`src/rtl/csa_reduce_pkg.sv`:
```
// Shared constants for the carry-save reduce/accumulate pipe.
// Depth and output width are derived from the operand geometry.
package csa_reduce_pkg;

  // Number of registered 4:2 levels needed to reduce n operands to a pair.
  function automatic int levels_f(input int n);
    return $clog2(n) - 1;
  endfunction

  // Output pair width: operand bits, tree growth and accumulation guard.
  function automatic int out_w_f(input int w, input int n, input int e);
    return w + $clog2(n) + e;
  endfunction

endpackage

```
`src/rtl/csa_row_4_2.sv`:
```
// Combinational row of 4:2 compressors, W bits wide, modulo 2^W.
// Ports: in_0..in_3 addends; out_0 sum vector, out_1 weight-aligned carry.
module csa_row_4_2 #(
  parameter int W = 8
) (
  input  logic [W-1:0] in_0,
  input  logic [W-1:0] in_1,
  input  logic [W-1:0] in_2,
  input  logic [W-1:0] in_3,
  output logic [W-1:0] out_0,
  output logic [W-1:0] out_1
);

  logic [W-1:0] s1;
  logic [W-1:0] co;
  logic [W-1:0] ci;
  logic [W-1:0] c2;

  // cout depends only on in_0..in_2, so the cout->cin chain never ripples.
  assign s1 = in_0 ^ in_1 ^ in_2;
  assign co = (in_0 & in_1) | (in_0 & in_2) | (in_1 & in_2);
  assign ci = co << 1;

  assign out_0 = s1 ^ in_3 ^ ci;
  assign c2    = (s1 & in_3) | (s1 & ci) | (in_3 & ci);
  assign out_1 = c2 << 1;

endmodule

```
`src/rtl/csa_reduce_acc_pipe.sv`:
```
// Pipelined 4:2 reduction tree plus carry-save packet accumulator.
// Ports: in_* beat handshake, out_* packet result (sum/carry pair);
// CSA_REDUCE_FINAL_ADD_EN adds a registered adder and out_result.
module csa_reduce_acc_pipe
  import csa_reduce_pkg::*;
#(
  parameter int WIDTH     = 24,
  parameter int NUM_IN    = 8,
  parameter int ACC_EXTRA = 8,
  localparam int OUT_W    = out_w_f(WIDTH, NUM_IN, ACC_EXTRA)
) (
  input  logic                    clock,
  input  logic                    reset,
  input  logic                    in_valid,
  output logic                    in_ready,
  input  logic [NUM_IN*WIDTH-1:0] in_data,
  input  logic                    in_last,
  output logic                    out_valid,
  input  logic                    out_ready,
  output logic [OUT_W-1:0]        out_sum,
  output logic [OUT_W-1:0]        out_carry
`ifdef CSA_REDUCE_FINAL_ADD_EN
  ,
  output logic [OUT_W-1:0]        out_result
`endif
);

  localparam int LEVELS = levels_f(NUM_IN);
  localparam int VW     = NUM_IN * OUT_W;

  typedef struct packed {
    logic [OUT_W-1:0] sum;
    logic [OUT_W-1:0] carry;
  } cs_pair_t;

  logic [VW-1:0]     ops;
  logic [VW-1:0]     stg [1:LEVELS];
  logic [LEVELS:1]   sv;
  logic [LEVELS:1]   sl;
  logic [LEVELS:1]   adv;
  logic              acc_go;
  logic              res_v;
  logic              res_deq;
  logic              res_free;
  cs_pair_t          acc_q;
  cs_pair_t          res_q;
  logic [OUT_W-1:0]  nx_sum;
  logic [OUT_W-1:0]  nx_carry;

  for (genvar k = 0; k < NUM_IN; k++) begin : g_zext
    assign ops[k*OUT_W +: OUT_W] = OUT_W'(in_data[k*WIDTH +: WIDTH]);
  end

  for (genvar l = 1; l <= LEVELS; l++) begin : g_lvl
    localparam int NI = NUM_IN >> (l - 1);
    localparam int NR = NI / 4;

    logic [NI*OUT_W-1:0]   src;
    logic [2*NR*OUT_W-1:0] nxt;
    logic                  src_v;
    logic                  src_l;

    if (l == 1) begin : g_first
      assign src   = ops;
      assign src_v = in_valid;
      assign src_l = in_last;
    end else begin : g_next
      assign src   = stg[l-1][NI*OUT_W-1:0];
      assign src_v = sv[l-1];
      assign src_l = sl[l-1];
    end

    for (genvar r = 0; r < NR; r++) begin : g_row
      csa_row_4_2 #(.W(OUT_W)) u_row (
        .in_0  (src[(4*r+0)*OUT_W +: OUT_W]),
        .in_1  (src[(4*r+1)*OUT_W +: OUT_W]),
        .in_2  (src[(4*r+2)*OUT_W +: OUT_W]),
        .in_3  (src[(4*r+3)*OUT_W +: OUT_W]),
        .out_0 (nxt[(2*r+0)*OUT_W +: OUT_W]),
        .out_1 (nxt[(2*r+1)*OUT_W +: OUT_W])
      );
    end

    always_ff @(posedge clock or posedge reset) begin
      if (reset) begin
        sv[l]  <= 1'b0;
        sl[l]  <= 1'b0;
        stg[l] <= '0;
      end else if (adv[l]) begin
        sv[l] <= src_v;
        if (src_v) begin
          sl[l]  <= src_l;
          stg[l] <= VW'(nxt);
        end
      end
    end
  end

  // Ready ripples back from the accumulator; a stage moves if empty
  // or if its successor moves this cycle.
  always_comb begin
    logic go;
    adv = '0;
    go  = acc_go;
    for (int l = LEVELS; l >= 1; l--) begin
      adv[l] = !sv[l] || go;
      go     = adv[l];
    end
  end

  assign in_ready = adv[1];

  csa_row_4_2 #(.W(OUT_W)) u_acc (
    .in_0  (stg[LEVELS][OUT_W-1:0]),
    .in_1  (stg[LEVELS][2*OUT_W-1:OUT_W]),
    .in_2  (acc_q.sum),
    .in_3  (acc_q.carry),
    .out_0 (nx_sum),
    .out_1 (nx_carry)
  );

`ifdef CSA_REDUCE_FINAL_ADD_EN
  logic             fin_v;
  cs_pair_t         fin_q;
  logic [OUT_W-1:0] fin_res;

  assign res_deq = !fin_v || out_ready;
`else
  assign res_deq = out_ready;
`endif

  assign res_free = !res_v || res_deq;
  // Non-last beats always fold into acc; a last beat needs the
  // result register free (or emptying on this edge).
  assign acc_go   = sv[LEVELS] && (!sl[LEVELS] || res_free);

  always_ff @(posedge clock or posedge reset) begin
    if (reset) begin
      acc_q <= '0;
    end else if (acc_go) begin
      acc_q <= sl[LEVELS] ? '0 : {nx_sum, nx_carry};
    end
  end

  always_ff @(posedge clock or posedge reset) begin
    if (reset) begin
      res_v <= 1'b0;
      res_q <= '0;
    end else if (acc_go && sl[LEVELS]) begin
      res_v <= 1'b1;
      res_q <= {nx_sum, nx_carry};
    end else if (res_v && res_deq) begin
      res_v <= 1'b0;
    end
  end

`ifdef CSA_REDUCE_FINAL_ADD_EN
  always_ff @(posedge clock or posedge reset) begin
    if (reset) begin
      fin_v   <= 1'b0;
      fin_q   <= '0;
      fin_res <= '0;
    end else if (res_deq) begin
      fin_v <= res_v;
      if (res_v) begin
        fin_q   <= res_q;
        fin_res <= res_q.sum + res_q.carry;
      end
    end
  end

  assign out_valid  = fin_v;
  assign out_sum    = fin_q.sum;
  assign out_carry  = fin_q.carry;
  assign out_result = fin_res;
`else
  assign out_valid = res_v;
  assign out_sum   = res_q.sum;
  assign out_carry = res_q.carry;
`endif

endmodule
```
`config.mk`:
```
export PLATFORM = sky130hd
export DESIGN_NAME = csa_reduce_acc_pipe
export DESIGN_NICKNAME = d
export VERILOG_FILES = /design/src/rtl/csa_reduce_pkg.sv /design/src/rtl/csa_row_4_2.sv /design/src/rtl/csa_reduce_acc_pipe.sv
export SDC_FILE = /design/constraint.sdc
export NUM_CORES = 1
export LEC_CHECK = 0
export ABC_AREA = 0
export BUFFER_PORTS_ARGS = -buffer_cell sky130_fd_sc_hd__buf_2
export CORE_MARGIN = 2
export CORE_UTILIZATION = 35
export CTS_BUF_LIST = sky130_fd_sc_hd__clkbuf_4 sky130_fd_sc_hd__clkbuf_8
export DETAILED_ROUTE_END_ITERATION = 16
export SYNTH_ARGS = -nofsm -noshare
export SYNTH_HDL_FRONTEND = slang
export SYNTH_SLANG_ARGS = --single-unit
export TNS_END_PERCENT = 10
```
`constraint.sdc`:
```
create_clock -name clock -period 14.2 [get_ports clock]
set_input_delay 2.84 -clock clock [delete_from_list [all_inputs] [get_ports clock]]
set_output_delay 2.84 -clock clock [all_outputs]
set_load 0.005 [all_outputs]
```
==> out/results.ini, run 1 <==
[floorplanning]
die-area_um2=43700
num_rows=75
die_w_um=209
io_pins=269
die_h_um=209
core_area_um2=41800
initial_core_util_pct=35.2

[pwr]
p_int_mw=2.28
p_clk_share_pct=22.4
pwr-share-comb_pct=38.7
power.switching_mw=1.12
leakagePower_nw=8.17
switching_share_pct=33.0
powerDensity_nw_per_um2=193
seq_power_share_pct=38.9
max-vdd-ir-drop_mv=0.0832

[global_route]
grtUsageTotal_pct=13.8
grt_max_degree=85
grt_pass1_vias=9283
grt_overflow=0
grt_pass1_wl_um=48200
antenna_found_initial=1

[critical_path]
path_cells=buf_2 > and4b_1 > nand2_1 > buf_2
cp_common_cell=buf_2
crit_slowest_cell=and4b_1
crit_fanout=3
worstSetupStartpointType=primary input
worst_ep_required_time_ns=11.36
crit_path_end_kind=output port
path_delay_family=simple AND/OR/NAND/NOR gates
slowest_delay_ns=0.33
crit_buf_inv=2
critPathArrivalTime_ns=3.51
path_class=primary input to output port

[timing]
fmax_ghz=0.157
fin_hold_ws_ns=0.499
hold_violations=0
slew_headroom_pct=38.2
grt_setup_unrepaired=no
drv_slew=0
fin_crit_ns=6.35
post-route-period-util_pct=44.7
skew_ns=0.00963
setup_viol=0
setup_tns_ns=0
worstMarginPinSlew_ns=0.925

[detailed_routing]
drc=0
vias=8104
drt_wl_total_um=28500
drtIter0Drc=214
ant_nets=0
vias_per_cell=4.70
post_drt_wl_per_cell_um=16.5
drt_first_pass_iters=4

[layout]
drive_gt1_share_pct=48.5
multi_input_area_um2=7210
nFillCells=3812
syn_to_final_growth_pct=19.8
finish.instance_area_um2=17600
fin_nets=1557
regArea_um2=7230

[clock_tree]
cts_setup_buffers=0
cts_resized=0
cts.clk_slew.worst_paths_ns=0.06
cts_max_path_buffers=3
cts_hold_buf=0
htreeDepth=2
clk_latency_ns=0.59
clock_sinks=289
root_buffer=clkbuf_8
cts_tree=built
cts_buffers=52

[synthesis]
synth_area_um2=14700
synth.distinct_cells=25
ys_warn_count=0
ys_seq_area_share_pct=49.1
syn_avg_cell_area_um2=17.0
synth_ff_type=dfrtp_1
syn_inst=866
synthArstFlopShare_pct=100
synth-edff-count=0
ys_ff_latch=289

[place]
port_buffers=266
gp_congestion=0.733
hpwlAfterDp_um=20500
placed_cell_area_um2=16600

[status]
status=finished clean

[flow_run]
drv_cap=0

[worst_hold_path]
hp-class=flop to flop

-- worst register-to-register path, stage by stage, from the launching register on --
cell and delay [ns]:
dfrtp_1 0.47, and4b_1 0.30, a21boi_4 0.16, buf_4 0.51
buf_4 0.77, mux2_2 0.49
-- final timing paths --
check	start	to	slack, ns	cells after the start
worst min register to register	acc_q[37]$_DFFE_PP0P_	acc_q[37]$_DFFE_PP0P_	0.50	1
worst min-delay path	acc_q[37]$_DFFE_PP0P_	acc_q[37]$_DFFE_PP0P_	0.50	1
min in group asynchronous	reset	out_sum[0]$_DFFE_PP0P_	2.31	2
max in group asynchronous	reset	g_lvl[2].src[45]$_DFFE_PP0P_	9.66	4
worst max-delay path	out_ready	in_ready	7.85	4
worst max register to register	sl[2]$_DFFE_PP0P_	g_lvl[2].src[91]$_DFFE_PP0P_	11.39	5
-- cell families after synthesis --
logic type / share of synthesized area [%]
compound gates: 4.20
xor+xnor: 0.0595
fa+ha+maj: 27.1
buf+inv: 2.18
flops: 49.1
mux: 16.8
other cells: 0.0255
simple gates: 0.570
-- power groups by stage --
| stage | Combinational, mW | Sequential, mW | Clock [mW] |
|---|---|---|---|
| floorplan | 0.924 | 1.30 | 0 |
| global placement | 1.33 | 1.33 | 0 |
| detailed placement | 1.35 | 1.35 | 0 |
| CTS | 1.36 | 1.33 | 0.796 |
| global route | 1.52 | 1.37 | 0.832 |
| finish | 1.32 | 1.33 | 0.761 |
-- cell usage in the layout (no fill, tap or decap) --
cell        count
dfrtp_1       289
buf_2         266
mux2_2        203
fa_1          191
a22o_1         63
clkbuf_8       62
inv_1          27
clkbuf_4       16
ha_1           13
buf_4           9
mux2_4          8
mux2i_1         6
nand2_1         4
o2bb2ai_1       4
clkinv_2        4
nand2b_1        3
nor2b_4         2
o21ai_0         2
nor3b_1         2
conb_1          2
diode_2         1
o21ai_4         1
and4b_1         1
a21boi_4        1
nand4b_1        1
nand2_2         1
inv_8           1
xor2_1          1
a211o_1         1
clkinvlp_4      1
-- state kept, by name, summed over array words and instances (netlist names) --
register,cells
g_lvl.src_l,1
sl,1
g_lvl.src_v,1
stg,50
acc_q,68
out_carry,33
out_sum,35
g_lvl.src,98
sv,1
out_valid,1
-- metrics by stage --
stage	setup WS (ns)	std cells	power, mW	utilization, %
finish	7.85	1725	3.40	42.2
global route	7.81	1724	3.73	42.2
CTS	7.85	1724	3.49	42.2
detailed placement	7.85	1641	2.70	39.8
global placement	7.86	1641	2.66	39.8
floorplan	3.38	867	2.23	-
-- Yosys cell counts (2+ instances only) --
cell type	number	area share, %
mux2_2	203	16
inv_1	28	0.71
buf_4	4	0.20
ha_1	13	1.1
clkbuf_1	11	0.28
a22o_1	63	3.7
nor2b_1	2	0.085
dfrtp_1	289	49
o2bb2ai_1	4	0.24
fa_1	191	26
buf_2	22	0.75
buf_6	3	0.23
nand2b_1	3	0.13
mux2_4	8	0.82
nor3b_1	2	0.10
nand2_1	5	0.13
o21ai_0	2	0.068
mux2i_1	6	0.41
-- layer usage --
metal  share of wire (%)  wire length [um]  vias to the layer above  global-route usage (%)
met4                 2.0               567                        0                    3.94
met5                   0                 0                        -                       0
li1                    -                 -                     3557                       -
met1                  43             12200                     4285                    18.0
met2                  48             13800                      216                    22.1
met3                 6.9              1980                       46                    4.49
-- final cells by class --
cell class,instances,share of cell area [%]
tap,539,3.82
sequential,289,41.0
inverter,28,0.639
clock inverter,5,0.156
timing repair buffer,275,7.93
clock buffer,78,5.52
antenna,1,0.0142
multi-input combinational,510,40.9
(Power assumes the default switching activity.)
==> inputs of run 2 (changes only) <==
- clock period: 14.2 -> 5.7 ns (I/O delays scaled with it)
==> run 2 against run 1 <==
  * Global-route usage is 0.076 points higher
  * Total power grew to 2.5 times the previous value
  * First-iteration DRC count is 35% higher
  * Core utilization is 0.11 points higher
  * Combinational power grew to 2.5 times the previous value
  * Sequential share of layout area is 0.10 points lower
==> out/results.ini, run 2 (synthesis gave the netlist of run 1 again) <==
[timing]
skew_ns=0.0203  ; +0.0106 ns
hold_violations=0  ; unchanged
setup_tns_ns=0  ; unchanged
post-route-period-util_pct=52.1
slew_headroom_pct=30.3  ; -7.9 points
worst_slack_ns=2.73  ; -5.12 ns
fin_hold_ws_ns=0.485  ; -0.0132 ns
grt_setup_unrepaired=no
drv_slew=0  ; unchanged
fin_crit_ns=2.97
setup_viol=0  ; unchanged
worstMarginPinSlew_ns=1.04  ; +0.116 ns
fmax_ghz=0.337

[detailed_routing]
post_drt_wl_per_cell_um=16.7  ; +1.1%
drt_wl_total_um=28800  ; +1.0%
vias_per_cell=4.69  ; -0.17%
vias=8081  ; -0.28%
drtIter0Drc=289  ; +35%
drc=0  ; unchanged
drt_first_pass_iters=4  ; unchanged
ant_nets=0  ; unchanged

[floorplanning]
die_h_um=209  ; unchanged
io_pins=269  ; unchanged
core_area_um2=41800  ; unchanged
initial_core_util_pct=35.2  ; unchanged
die_w_um=209  ; unchanged
die-area_um2=43700  ; unchanged
num_rows=75  ; unchanged

[clock_tree]
htreeDepth=2  ; unchanged
cts_tree=built
root_buffer=clkbuf_8
cts_setup_buffers=0  ; unchanged
cts_hold_buf=0  ; unchanged
clk_latency_ns=0.60  ; about the same
cts.clk_slew.worst_paths_ns=0.05  ; about the same
cts_buffers=51  ; -1.9%
clock_sinks=289  ; unchanged
cts_resized=0  ; unchanged
cts_max_path_buffers=3  ; unchanged

[global_route]
antenna_found_initial=0  ; -1
grtUsageTotal_pct=13.9  ; +0.076 points
grt_max_degree=134  ; +58%
grt_pass1_vias=9409  ; +1.4%
grt_overflow=0  ; unchanged
grt_pass1_wl_um=48300  ; +0.13%

[layout]
fin_nets=1556  ; -0.064%
stdcell_count=1723  ; -0.12%
antenna_cells=0  ; -1
final_common_cell=dfrtp_1
drive_gt1_share_pct=48.5  ; about the same
largest_reg_flops=98  ; unchanged
final_util_pct=42.3  ; +0.11 points
final_cell_mix=289 x dfrtp_1, 266 x buf_2, 203 x mux2_2, 191 x fa_1, 63 x a22o_1
finish.instance_area_um2=17700  ; +0.26%
syn_to_final_growth_pct=20.1

[critical_path]
path_cells=buf_2 > and4b_1 > nand2_1 > buf_2
worstSetupStartpointType=primary input
cp_common_cell=buf_2
worstSetupStartpoint=out_ready
critPathArrivalTime_ns=1.83  ; -1.68 ns
reg2reg_depth=4  ; -1
crit_fanout=3  ; unchanged
worst_ep_required_time_ns=4.56  ; -6.80 ns
path_class=primary input to output port
crit_slowest_cell=and4b_1
crit_path_end_kind=output port
timing.rr.end=g_lvl[2].src[44]$_DFFE_PP0P_
r2r_setup_slack_ns=3.17  ; -8.22 ns
slowest_delay_ns=0.34  ; about the same
reg2reg_from=sl[2]$_DFFE_PP0P_

[place]
dp_slack_ns=2.41  ; -5.44 ns
hpwlAfterDp_um=21100  ; +2.7%
port_buffers=266  ; unchanged
placed_cell_area_um2=16600  ; +0.13%
placed_cells_incl_taps=1641  ; unchanged
gp_congestion=0.751  ; +2.4%

[pwr]
powerDensity_nw_per_um2=484  ; +150%
leakagePower_nw=8.18  ; about the same
max-vdd-ir-drop_mv=0.153  ; +84%
fin_total_pwr_mw=8.55  ; +150%

[flow_run]
drv_cap=0  ; unchanged

[worst_hold_path]
hold_path_end=acc_q[61]$_DFFE_PP0P_
hold_path_depth=1  ; unchanged
min_from=acc_q[61]$_DFFE_PP0P_
hp-class=flop to flop

[status]
status=finished clean

## run 2: layout make-up
| type | instances | area [um^2] |
|---|---|---|
| clock inverter | 6 | 87.6 |
| clock buffer | 76 | 940 |
| multi-input combinational | 510 | 7210 |
| timing repair buffer | 275 | 1420 |
| tap | 539 | 674 |
| inverter | 28 | 109 |
| fill | 3854 | 24100 |
| sequential | 289 | 7230 |
## run 2: per-layer routing
metal	vias up	routed length (um)	global-route usage [%]
met4	0	583	4.68
met3	46	1980	3.91
met2	229	14000	22.4
met1	4249	12200	18.1
met5	-	0	0
li1	3557	-	-
## run 2: how the worst max path moves through the flow
stage / endpoint / slack (ns)
2_1_floorplan: acc_q[10]$_DFFE_PP0P_ / 0.73
3_3_place_gp: g_lvl[2].src[10]$_DFFE_PP0P_ / 2.45
3_5_place_dp: g_lvl[2].src[76]$_DFFE_PP0P_ / 2.41
4_1_cts: in_ready / 2.73
5_1_grt: in_ready / 2.69
6_report: in_ready / 2.73
## run 2: power by group
part | leakage, nW | switching, mW | internal [mW] | total [mW]
Sequential | 3.56 | 0.503 | 2.79 | 3.29
Combinational | 4.08 | 1.48 | 1.83 | 3.31
Clock | 0.535 | 0.818 | 1.13 | 1.95
Total | 8.18 | 2.80 | 5.75 | 8.55
## run 2: critical path, delay by kind of cell
family / cells / cell delay [ns]
buffers and inverters: 2 / 0.25
AND/OR/NAND/NOR: 2 / 0.44
